## src/rtl/dac_reg_spi_responder_pkg.sv

```systemverilog
// Shared encodings for the DAC/register SPI responder: chip-select patterns,
// range codes and the responder FSM state type.
package dac_reg_spi_responder_pkg;

  localparam logic [1:0] CS_NONE = 2'b11;
  localparam logic [1:0] CS_DAC  = 2'b01;
  localparam logic [1:0] CS_REG  = 2'b10;
  localparam logic [1:0] CS_BOTH = 2'b00;

  localparam logic [2:0] DIAP_5V  = 3'b001;
  localparam logic [2:0] DIAP_10V = 3'b010;
  localparam logic [2:0] DIAP_20V = 3'b100;

  typedef enum logic [1:0] {
    ST_IDLE  = 2'd0,
    ST_SHIFT = 2'd1,
    ST_HOLD  = 2'd2,
    ST_ERROR = 2'd3
  } state_e;

  typedef enum logic {
    TGT_DAC = 1'b0,
    TGT_REG = 1'b1
  } tgt_e;

endpackage

```

## src/rtl/dac_reg_spi_responder_spi_in_sync.sv

```systemverilog
// Brings sck, mosi and cs_n into the clk domain through SYNC_STAGES flops and
// derives single-cycle edge pulses for sck and the cs_n falling edge.
module spi_in_sync
  import dac_reg_spi_responder_pkg::*;
#(
  parameter int SYNC_STAGES = 2
) (
  input  logic       clk,
  input  logic       rst,
  input  logic       sck_i,
  input  logic       mosi_i,
  input  logic [1:0] cs_n_i,
  output logic       sck_rise_o,
  output logic       sck_fall_o,
  output logic       mosi_o,
  output logic [1:0] cs_n_o,
  output logic       cs_fall_o
);

  // Per-stage bundle: {cs_n[1:0], mosi, sck}
  logic [3:0] sync_q [SYNC_STAGES];
  logic [3:0] last;
  logic       sck_prev_q;
  logic [1:0] cs_prev_q;

  // cs_n resets to 00 ("bus not known idle"), so a select already held low
  // through reset is never mistaken for a new frame start.
  always_ff @(posedge clk) begin
    if (rst) begin
      for (int i = 0; i < SYNC_STAGES; i++) sync_q[i] <= 4'b0000;
      sck_prev_q <= 1'b0;
      cs_prev_q  <= CS_BOTH;
    end else begin
      sync_q[0] <= {cs_n_i, mosi_i, sck_i};
      for (int i = 1; i < SYNC_STAGES; i++) sync_q[i] <= sync_q[i-1];
      sck_prev_q <= last[0];
      cs_prev_q  <= last[3:2];
    end
  end

  assign last       = sync_q[SYNC_STAGES-1];
  assign sck_rise_o = last[0] & ~sck_prev_q;
  assign sck_fall_o = ~last[0] & sck_prev_q;
  assign mosi_o     = last[1];
  assign cs_n_o     = last[3:2];
  assign cs_fall_o  = (cs_prev_q == CS_NONE) && (last[3:2] != CS_NONE);

endmodule

```

## src/rtl/dac_reg_spi_responder.sv

```systemverilog
// SPI mode-0 target for the DAC/register link: shifts in MSB-first frames,
// commits complete frames to the DAC code or range/key register, reads back the old value.
module dac_reg_spi_responder
  import dac_reg_spi_responder_pkg::*;
#(
  parameter int                    DATA_WIDTH   = 8,
  parameter int                    SYNC_STAGES  = 2,
  parameter logic [DATA_WIDTH-1:0] DAC_RST_CODE = 8'h80
) (
  input  logic                  clk,
  input  logic                  rst,
  input  logic                  sck_i,
  input  logic                  mosi_i,
  output logic                  miso_o,
  input  logic [1:0]            cs_n_i,
  output logic [DATA_WIDTH-1:0] dac_code_o,
  output logic                  dac_update_o,
  output logic [2:0]            diap_o,
  output logic [4:0]            keys_o,
  output logic                  reg_update_o,
  output logic                  frame_err_o,
  output state_e                state_o
);

  localparam int CW = $clog2(DATA_WIDTH + 1);

  logic       sck_rise, sck_fall, mosi_s, cs_fall;
  logic [1:0] cs_s;

  spi_in_sync #(.SYNC_STAGES(SYNC_STAGES)) u_sync (
    .clk        (clk),
    .rst        (rst),
    .sck_i      (sck_i),
    .mosi_i     (mosi_i),
    .cs_n_i     (cs_n_i),
    .sck_rise_o (sck_rise),
    .sck_fall_o (sck_fall),
    .mosi_o     (mosi_s),
    .cs_n_o     (cs_s),
    .cs_fall_o  (cs_fall)
  );

  state_e                state_q, state_d;
  tgt_e                  tgt_q, tgt_d;
  logic [CW-1:0]         bit_cnt_q;
  logic [DATA_WIDTH-1:0] rx_q, tx_q, dac_code_q;
  logic [2:0]            diap_q;
  logic [4:0]            keys_q;
  logic                  commit_dac_q, commit_reg_q;
  logic                  dac_update_q, reg_update_q, frame_err_q;

  logic                  load_tx, rx_shift, tx_shift, err_d;
  logic                  commit_dac_d, commit_reg_d;
  logic [1:0]            own_cs;

  always_ff @(posedge clk) begin
    if (rst) begin
      state_q <= ST_IDLE;
      tgt_q   <= TGT_DAC;
    end else begin
      state_q <= state_d;
      tgt_q   <= tgt_d;
    end
  end

  always_comb begin
    state_d      = state_q;
    tgt_d        = tgt_q;
    load_tx      = 1'b0;
    rx_shift     = 1'b0;
    tx_shift     = 1'b0;
    err_d        = 1'b0;
    commit_dac_d = 1'b0;
    commit_reg_d = 1'b0;
    own_cs       = (tgt_q == TGT_DAC) ? CS_DAC : CS_REG;
    unique case (state_q)
      ST_IDLE: begin
        if (cs_fall) begin
          if (cs_s == CS_DAC) begin
            state_d = ST_SHIFT;
            tgt_d   = TGT_DAC;
            load_tx = 1'b1;
          end else if (cs_s == CS_REG) begin
            state_d = ST_SHIFT;
            tgt_d   = TGT_REG;
            load_tx = 1'b1;
          end else begin
            state_d = ST_ERROR;
          end
        end
      end
      ST_SHIFT: begin
        if (cs_s == CS_NONE) begin
          err_d   = 1'b1;
          state_d = ST_IDLE;
        end else if (cs_s != own_cs) begin
          state_d = ST_ERROR;
        end else begin
          if (sck_rise) begin
            rx_shift = 1'b1;
            if (bit_cnt_q == CW'(DATA_WIDTH - 1)) state_d = ST_HOLD;
          end
          if (sck_fall) tx_shift = 1'b1;
        end
      end
      ST_HOLD: begin
        // The commit itself lands one cycle later, from the commit_*_q flags.
        if (cs_s == CS_NONE) begin
          commit_dac_d = (tgt_q == TGT_DAC);
          commit_reg_d = (tgt_q == TGT_REG);
          state_d      = ST_IDLE;
        end else if (cs_s != own_cs || sck_rise) begin
          state_d = ST_ERROR;
        end
      end
      ST_ERROR: begin
        if (cs_s == CS_NONE) begin
          err_d   = 1'b1;
          state_d = ST_IDLE;
        end
      end
      default: state_d = ST_IDLE;
    endcase
  end

  always_ff @(posedge clk) begin
    if (rst) begin
      bit_cnt_q    <= '0;
      rx_q         <= '0;
      tx_q         <= '0;
      dac_code_q   <= DAC_RST_CODE;
      diap_q       <= 3'b000;
      keys_q       <= 5'b00000;
      commit_dac_q <= 1'b0;
      commit_reg_q <= 1'b0;
      dac_update_q <= 1'b0;
      reg_update_q <= 1'b0;
      frame_err_q  <= 1'b0;
    end else begin
      if (load_tx) begin
        bit_cnt_q <= '0;
        tx_q      <= (tgt_d == TGT_DAC) ? dac_code_q : DATA_WIDTH'({diap_q, keys_q});
      end
      if (rx_shift) begin
        rx_q      <= {rx_q[DATA_WIDTH-2:0], mosi_s};
        bit_cnt_q <= bit_cnt_q + 1'b1;
      end
      if (tx_shift) tx_q <= {tx_q[DATA_WIDTH-2:0], 1'b0};
      commit_dac_q <= commit_dac_d;
      commit_reg_q <= commit_reg_d;
      dac_update_q <= commit_dac_q;
      reg_update_q <= commit_reg_q;
      frame_err_q  <= err_d;
      if (commit_dac_q) dac_code_q <= rx_q;
      // Range bits are stored as received; one-hot is the host's responsibility.
      if (commit_reg_q) begin
        diap_q <= rx_q[DATA_WIDTH-1 -: 3];
        keys_q <= rx_q[4:0];
      end
    end
  end

  assign miso_o       = tx_q[DATA_WIDTH-1];
  assign dac_code_o   = dac_code_q;
  assign dac_update_o = dac_update_q;
  assign diap_o       = diap_q;
  assign keys_o       = keys_q;
  assign reg_update_o = reg_update_q;
  assign frame_err_o  = frame_err_q;
  assign state_o      = state_q;

endmodule
```

## config.mk

```make
export PLATFORM = sky130hd
export DESIGN_NAME = dac_reg_spi_responder
export DESIGN_NICKNAME = d
export VERILOG_FILES = /design/src/rtl/dac_reg_spi_responder_pkg.sv /design/src/rtl/dac_reg_spi_responder_spi_in_sync.sv /design/src/rtl/dac_reg_spi_responder.sv
export SDC_FILE = /design/constraint.sdc
export NUM_CORES = 1
export LEC_CHECK = 0
export CAP_MARGIN = 15
export CORE_AREA = 2 2 62 78
export CTS_CLUSTER_DIAMETER = 40
export DETAILED_ROUTE_END_ITERATION = 16
export DIE_AREA = 0 0 64 80
export GPL_TIMING_DRIVEN = 0
export PLACE_DENSITY_LB_ADDON = 0.1
export SETUP_SLACK_MARGIN = 0.02
export SLEW_MARGIN = 10
export SYNTH_ARGS = -nofsm -noshare
export SYNTH_HDL_FRONTEND = slang
export SYNTH_SLANG_ARGS = --single-unit
```

## constraint.sdc

```tcl
create_clock -name clk -period 4.89 [get_ports clk]
set_input_delay 1.2225 -clock clk [delete_from_list [all_inputs] [get_ports clk]]
set_output_delay 1.2225 -clock clk [all_outputs]
set_load 0.02 [all_outputs]
```

==> impl_metrics.toml, run 1 <==
[timing]
tightest_slew_ns = 0.713
fmax_mhz = 386
setup_viol = 0
fin_worst_skew_ns = 0.00731
post-route-period-util_pct = 53.0
hold-worst-slack_ns = 0.437
fin_crit_ns = 2.59
rsz0062_at_grt = "false"
max_slew_margin_pct = 52.5
tns_ns = 0
hold_viol_final = 0
maxSlewViolCount = 0

[global_routing]
grt_usage_pct = 19.8
overflow = 0
met2_usage_pct = 32.7
antenna_found_initial = 0
grt_max_degree = 17
grt_pass1_vias = 1637
grt-busiest-layer = "met2"
use_met1_pct = 25.6
grt_pass1_wl_um = 7850
gr-usage-met3_pct = 3.53

[cells_and_area]
fin_cells = 324
antennaDiodeCount = 0
drive_gt1_share_pct = 6.77
nFillCells = 375
fin_area_um2 = 2770
num-nets-final = 275
synthToLayoutAreaGrowth_pct = 19.3

[logic_synthesis]
synth_nets = 241
synth_compound_area_share_pct = 8.69
synth_top_family_by_area = "simple AND/OR/NAND/NOR gates"
syn_area_per_cell_um2 = 10.0
syn_inst = 231
yosys_warnings = 0
ys_seq_area_share_pct = 47.5
async_flop_share_pct = 0
yosys-top-cells-area = "dfxtp_1, mux2i_1, nor2_1"
yosysTopAreaCell = "dfxtp_1"
syn_area_um2 = 2320
synth_ff_type = "dfxtp_1"
synth-xor-area-share_pct = 0
synth_edf_count = 0
synth-seq-cells = 55
muxShareOfSynthArea_pct = 13.8
synth_top_area_share_pct = 47.5
yosys.area_share.simple_pct = 23.6
yosysUniqueCellTypes = 34
yosys.area_share.adder_pct = 2.16

[route]
wl_per_cell_um = 13.9
drc = 0
drt-vias-per-instance = 5.37
drt-total-wl_um = 4520
antenna_left = 0
drt-pass1-iter-count = 6
dr_total_vias = 1740
drtIter0Drc = 134

[worst_hold_path]
hp-class = "reg2reg"
min_from = "u_sync.sync_q[0][0]$_SDFF_PP0_"

[clock_network]
cts_made_buffers = 5
postCtsHoldBufs = 0
htree_levels = 2
clockBufferDepth = 2
cts_tree = "built"
cts_sinks = 55
cts_setup_buffers = 0
clk_pin_slew_worst_paths_ns = 0.09
clk_latency_ns = 0.30
cts_resized = 0
cts_root_buf = "clkbuf_8"

[floorplan]
num_rows = 27
die_y_um = 80
io-pin-count = 28
initial_utilization_pct = 53.2
core_area_um2 = 4360
die-area_um2 = 5120
floorplan.die.width_um = 64

[placed_design]
dpl.hpwl_um = 3220
port_buffers = 27
postPlaceCellArea_um2 = 2660
gp_congestion = 0.790
dp.cells = 316

[worst_setup_path]
critical_path_class = "in2reg"
critPathMaxFanout = 10
crit_arrival_ns = 2.77
crit_path_cell_trace = "clkdlybuf4s50_1 -> clkbuf_1 -> clkbuf_1 -> nand4b_1 -> o211ai_1"
path_buf_inv = 3
critPathTopFamily = "buffers and inverters"
crit_top_cell = "clkbuf_1"
max_stage_delay_ns = 0.56
worstPathRequired_ns = 5.07
r2r-start = "u_sync.sync_q[0][6]$_SDFF_PP0_"
startpoint = "rst"
cp-start-kind = "input pin"
end_kind = "register"
critical_path.slowest_cell = "clkdlybuf4s50_1"

[pwr]
p_per_area_nw_per_um2 = 307
max-vdd-ir-drop_v = 0.000225
total_power_w = 0.000848
p_leak_nw = 0.985

[outcome]
outcome = "finished clean"

[run]
maxCapViolCount = 0
## sequential cells by signal, summed over array words and instances, names as in the netlist
register and flops:
keys_o 5, u_sync.cs_prev_q 2, u_sync.sync_q 8, u_sync.sck_prev_q 1, bit_cnt_q 4, state_o 2
reg_update_o 1, rx_q 8, diap_o 3, commit_reg_q 1, dac_code_o 8, dac_update_o 1
commit_dac_q 1, tx_q 8, frame_err_o 1, tgt_q 1
## worst register-to-register path, cell delays in order, from the launching register on
cell and delay [ns]:
dfxtp_1 0.37, ha_1 0.22, buf_6 0.14, and3b_2 0.28, a31oi_1 0.10, a31oi_1 0.44, buf_6 0.22, mux2i_1 0.20
a211oi_1 0.09
## cell usage in the layout, fill, tap and decap left out, drive strengths merged, types with 2 or more instances in the layout
| master | instances |
|---|---|
| clkdlybuf4s50 | 27 |
| ha | 4 |
| nand3b | 2 |
| o21ai | 5 |
| clkbuf | 19 |
| mux2i | 32 |
| dfxtp | 55 |
| a21oi | 6 |
| nor2b | 15 |
| or4b | 7 |
| a211oi | 3 |
| nand4b | 8 |
| buf | 4 |
| nand3 | 2 |
| nor3 | 2 |
| and2 | 9 |
| nor2 | 33 |
| and3b | 2 |
| nand2 | 5 |
| a31oi | 3 |
| o211ai | 8 |
| inv | 4 |
## cells in the mapped netlist, drive strengths merged (5+ instances only)
master,count
nor2b,15
and2,9
clkbuf,12
or4b,7
a21oi,6
o211ai,8
o21ai,5
mux2i,32
nand2,5
dfxtp,55
nor2,33
nand4b,8
## final cells by class
type	count	area, um^2	area share [%]
plain buffers	16	83.8	3.03
inverters	4	15.0	0.543
clock inverters	1	7.51	0.271
multi-input cells	156	1120	40.5
flip-flops and latches	55	1100	39.8
well taps	58	72.6	2.62
clock buffers	7	96.3	3.48
repair buffers	27	270	9.77
## worst paths after layout
kind,to,slack (ns),cells past startpoint
worst max register to register,tx_q[0]$_SDFFE_PP0P_,2.69,8
worst max-delay path,tx_q[5]$_SDFFE_PP0P_,2.30,5
worst min-delay path,u_sync.sync_q[0][4]$_SDFF_PP0_,0.44,1
worst min register to register,u_sync.sync_q[0][4]$_SDFF_PP0_,0.44,1
## logic make-up (layout without fill, tap and decap cells)
family                   count (synthesis)  count (layout)
AND/OR/NAND/NOR                         91              91
flip-flops                              55              55
adder cells (fa/ha/maj)                  4               4
buffers and inverters                   20              55
AO/OA/AOI/OAI                           29              29
multiplexers                            32              32
## power by group
part           internal, W  leakage [nW]  total [W]  switching (W)
Combinational    0.0000466         0.489   0.000113      0.0000661
Clock             0.000129        0.0505   0.000270       0.000141
Sequential        0.000459         0.445   0.000466     0.00000619
Total             0.000635         0.985   0.000848       0.000213
## routing by layer
layer / vias to the layer above / share of wire (%)
met1: 818 / 47
met2: 33 / 49
li1: 884 / -
met4: 0 / 1.4
met3: 5 / 3.2
met5: - / 0
## stage by stage
stage / worst slack (ns) / utilization [%]
global placement: 1.97 / 61.1
floorplan: 2.83 / -
global route: 2.16 / 63.5
finish: 2.30 / 63.5
CTS: 2.30 / 63.5
detailed placement: 1.97 / 61.1
Power figures use the tool's default switching activity.
==> run 2: changes to the inputs <==
Settings changed: CORE_AREA 2 2 62 78 to 2 2 62 79, DIE_AREA 0 0 64 80 to 0 0 64 81.
Clock period 4.89 ns to 2.6 ns, I/O delays scaled along.
==> run 2 against run 1 <==
Net effect:
- via count increased by 0.46%
- non-clock buffer count is the same
- worst hold slack better by 0.0068 ns
- critical path type is now reg2reg
==> impl_metrics.toml, run 2 (synthesis gave the netlist of run 1 again) <==
[cells_and_area]
num-nets-final = 275
post-route-util_pct = 60.8
antennaDiodeCount = 0
drive_gt1_share_pct = 6.77
mostFrequentLayoutCells = "dfxtp_1, nor2_1, mux2i_1, clkdlybuf4s50_1, nor2b_1"
synthToLayoutAreaGrowth_pct = 18.5
nFillCells = 397
layout_commonest_cell = "dfxtp_1"

[worst_setup_path]
crit_path_cell_trace = "inv_1 -> ha_1 -> nor3_1 -> nand2_1 -> clkbuf_1 -> or4b_1 -> o211ai_1"
critical_path.slowest_cell = "or4b_1"
critPathTopFamily = "simple AND/OR/NAND/NOR gates"
r2r_cells = 7
cp-start-kind = "register"
r2r_end = "tx_q[1]$_SDFFE_PP0P_"
r2r-start = "u_sync.sync_q[0][6]$_SDFF_PP0_"
critPathMaxFanout = 10
crit_arrival_ns = 2.42
path_buf_inv = 2
r2r_setup_slack_ns = 0.41
worstPathRequired_ns = 2.83
critical_path_class = "reg2reg"
max_stage_delay_ns = 0.55
end_kind = "register"

[clock_network]
clk_pin_slew_worst_paths_ns = 0.09
clockBufferDepth = 2
cts_root_buf = "clkbuf_8"
cts_setup_buffers = 0
cts_sinks = 55
clk_latency_ns = 0.31
cts_made_buffers = 5
cts_resized = 0
postCtsHoldBufs = 0
htree_levels = 2
cts_tree = "built"

[pwr]
p_per_area_nw_per_um2 = 563
p_leak_nw = 0.983
max-vdd-ir-drop_v = 0.000416

[global_routing]
grt_usage_pct = 18.8
grt_pass1_wl_um = 7580
overflow = 0
grt_pass1_vias = 1637
grt_max_degree = 17
antenna_found_initial = 0

[outcome]
outcome = "finished clean"

[floorplan]
die-area_um2 = 5180
num_rows = 28
core_area_um2 = 4520
io-pin-count = 28
initial_utilization_pct = 51.3
floorplan.die.width_um = 64
die_y_um = 81

[worst_hold_path]
min_from = "u_sync.sync_q[0][3]$_SDFF_PP0_"
hold_depth = 1
hold-path-endpoint = "u_sync.sync_q[0][7]$_SDFF_PP0_"
hp-class = "reg2reg"

[timing]
maxSlewViolCount = 0
layout_setup_ws_ns = 0.412
fmax_mhz = 457
hold_viol_final = 0
fin_crit_ns = 2.19
tightest_slew_ns = 0.710
tns_ns = 0
fin_worst_skew_ns = 0.00354
post-route-period-util_pct = 84.1
rsz0062_at_grt = "false"
setup_viol = 0
max_slew_margin_pct = 52.7

[route]
drc = 0
antenna_left = 0
dr_total_vias = 1748
drtIter0Drc = 95
drt-pass1-iter-count = 4
drt-total-wl_um = 4650
wl_per_cell_um = 14.3
drt-vias-per-instance = 5.36

[run]
maxCapViolCount = 0

[placed_design]
dpl.hpwl_um = 3260
gp_congestion = 0.751
place_ws_ns = 0.224
port_buffers = 27
-- run 2: cell types whose count changed in the layout (fill, tap and decap cells not counted), sizes merged --
cell	delta
clkbuf	-2
clkinv	+3
clkinvlp	-1
-- run 2: stage by stage --
step	total power, W	cell area [um^2]	hold WS, ns	std cells
after CTS	0.00156	2750	0.448	326
after global placement	0.00111	2660	0.416	318
after floorplan	0.00104	2320	0.414	231
after detailed placement	0.00111	2660	0.426	318
final	0.00155	2750	0.443	326
after global routing	0.00161	2750	0.473	326
-- run 2: worst max-delay path by stage --
stage,startpoint,endpoint,slack [ns],depth (start not counted)
3_5_place_dp,rst,tx_q[4]$_SDFFE_PP0P_,0.22,5
4_1_cts,u_sync.sync_q[0][6]$_SDFF_PP0_,tx_q[1]$_SDFFE_PP0P_,0.41,7
6_report,u_sync.sync_q[0][6]$_SDFF_PP0_,tx_q[1]$_SDFFE_PP0P_,0.41,7
3_3_place_gp,rst,tx_q[4]$_SDFFE_PP0P_,0.26,5
5_1_grt,u_sync.sync_q[0][6]$_SDFF_PP0_,tx_q[1]$_SDFFE_PP0P_,0.22,7
2_1_floorplan,u_sync.sync_q[0][7]$_SDFF_PP0_,tx_q[2]$_SDFFE_PP0P_,0.66,8
-- run 2: where the power goes --
group | internal (W) | switching [W]
Clock | 0.000185 | 0.000273
Combinational | 0.0000876 | 0.000127
Sequential | 0.000864 | 0.0000117
Total | 0.00114 | 0.000411
-- run 2: per-layer routing --
metal / GRT usage, % / vias to the layer above / routed length (um)
li1: - / 881 / -
met1: 23.9 / 827 / 2250
met2: 32.1 / 34 / 2200
met3: 3.32 / 6 / 140
met4: 6.52 / 0 / 60
met5: 0 / - / 0
-- run 2: final cells by class --
cell class	instances	area, um^2	share of cell area, %
Multi-Input combinational cell	156	1120	40.7
Sequential cell	55	1100	40.1
Timing Repair Buffer	27	270	9.84
Buffer	16	83.8	3.05
Tap cell	60	75.1	2.73
Clock buffer	5	68.8	2.50
Clock inverter	3	15.0	0.546
Inverter	4	15.0	0.546
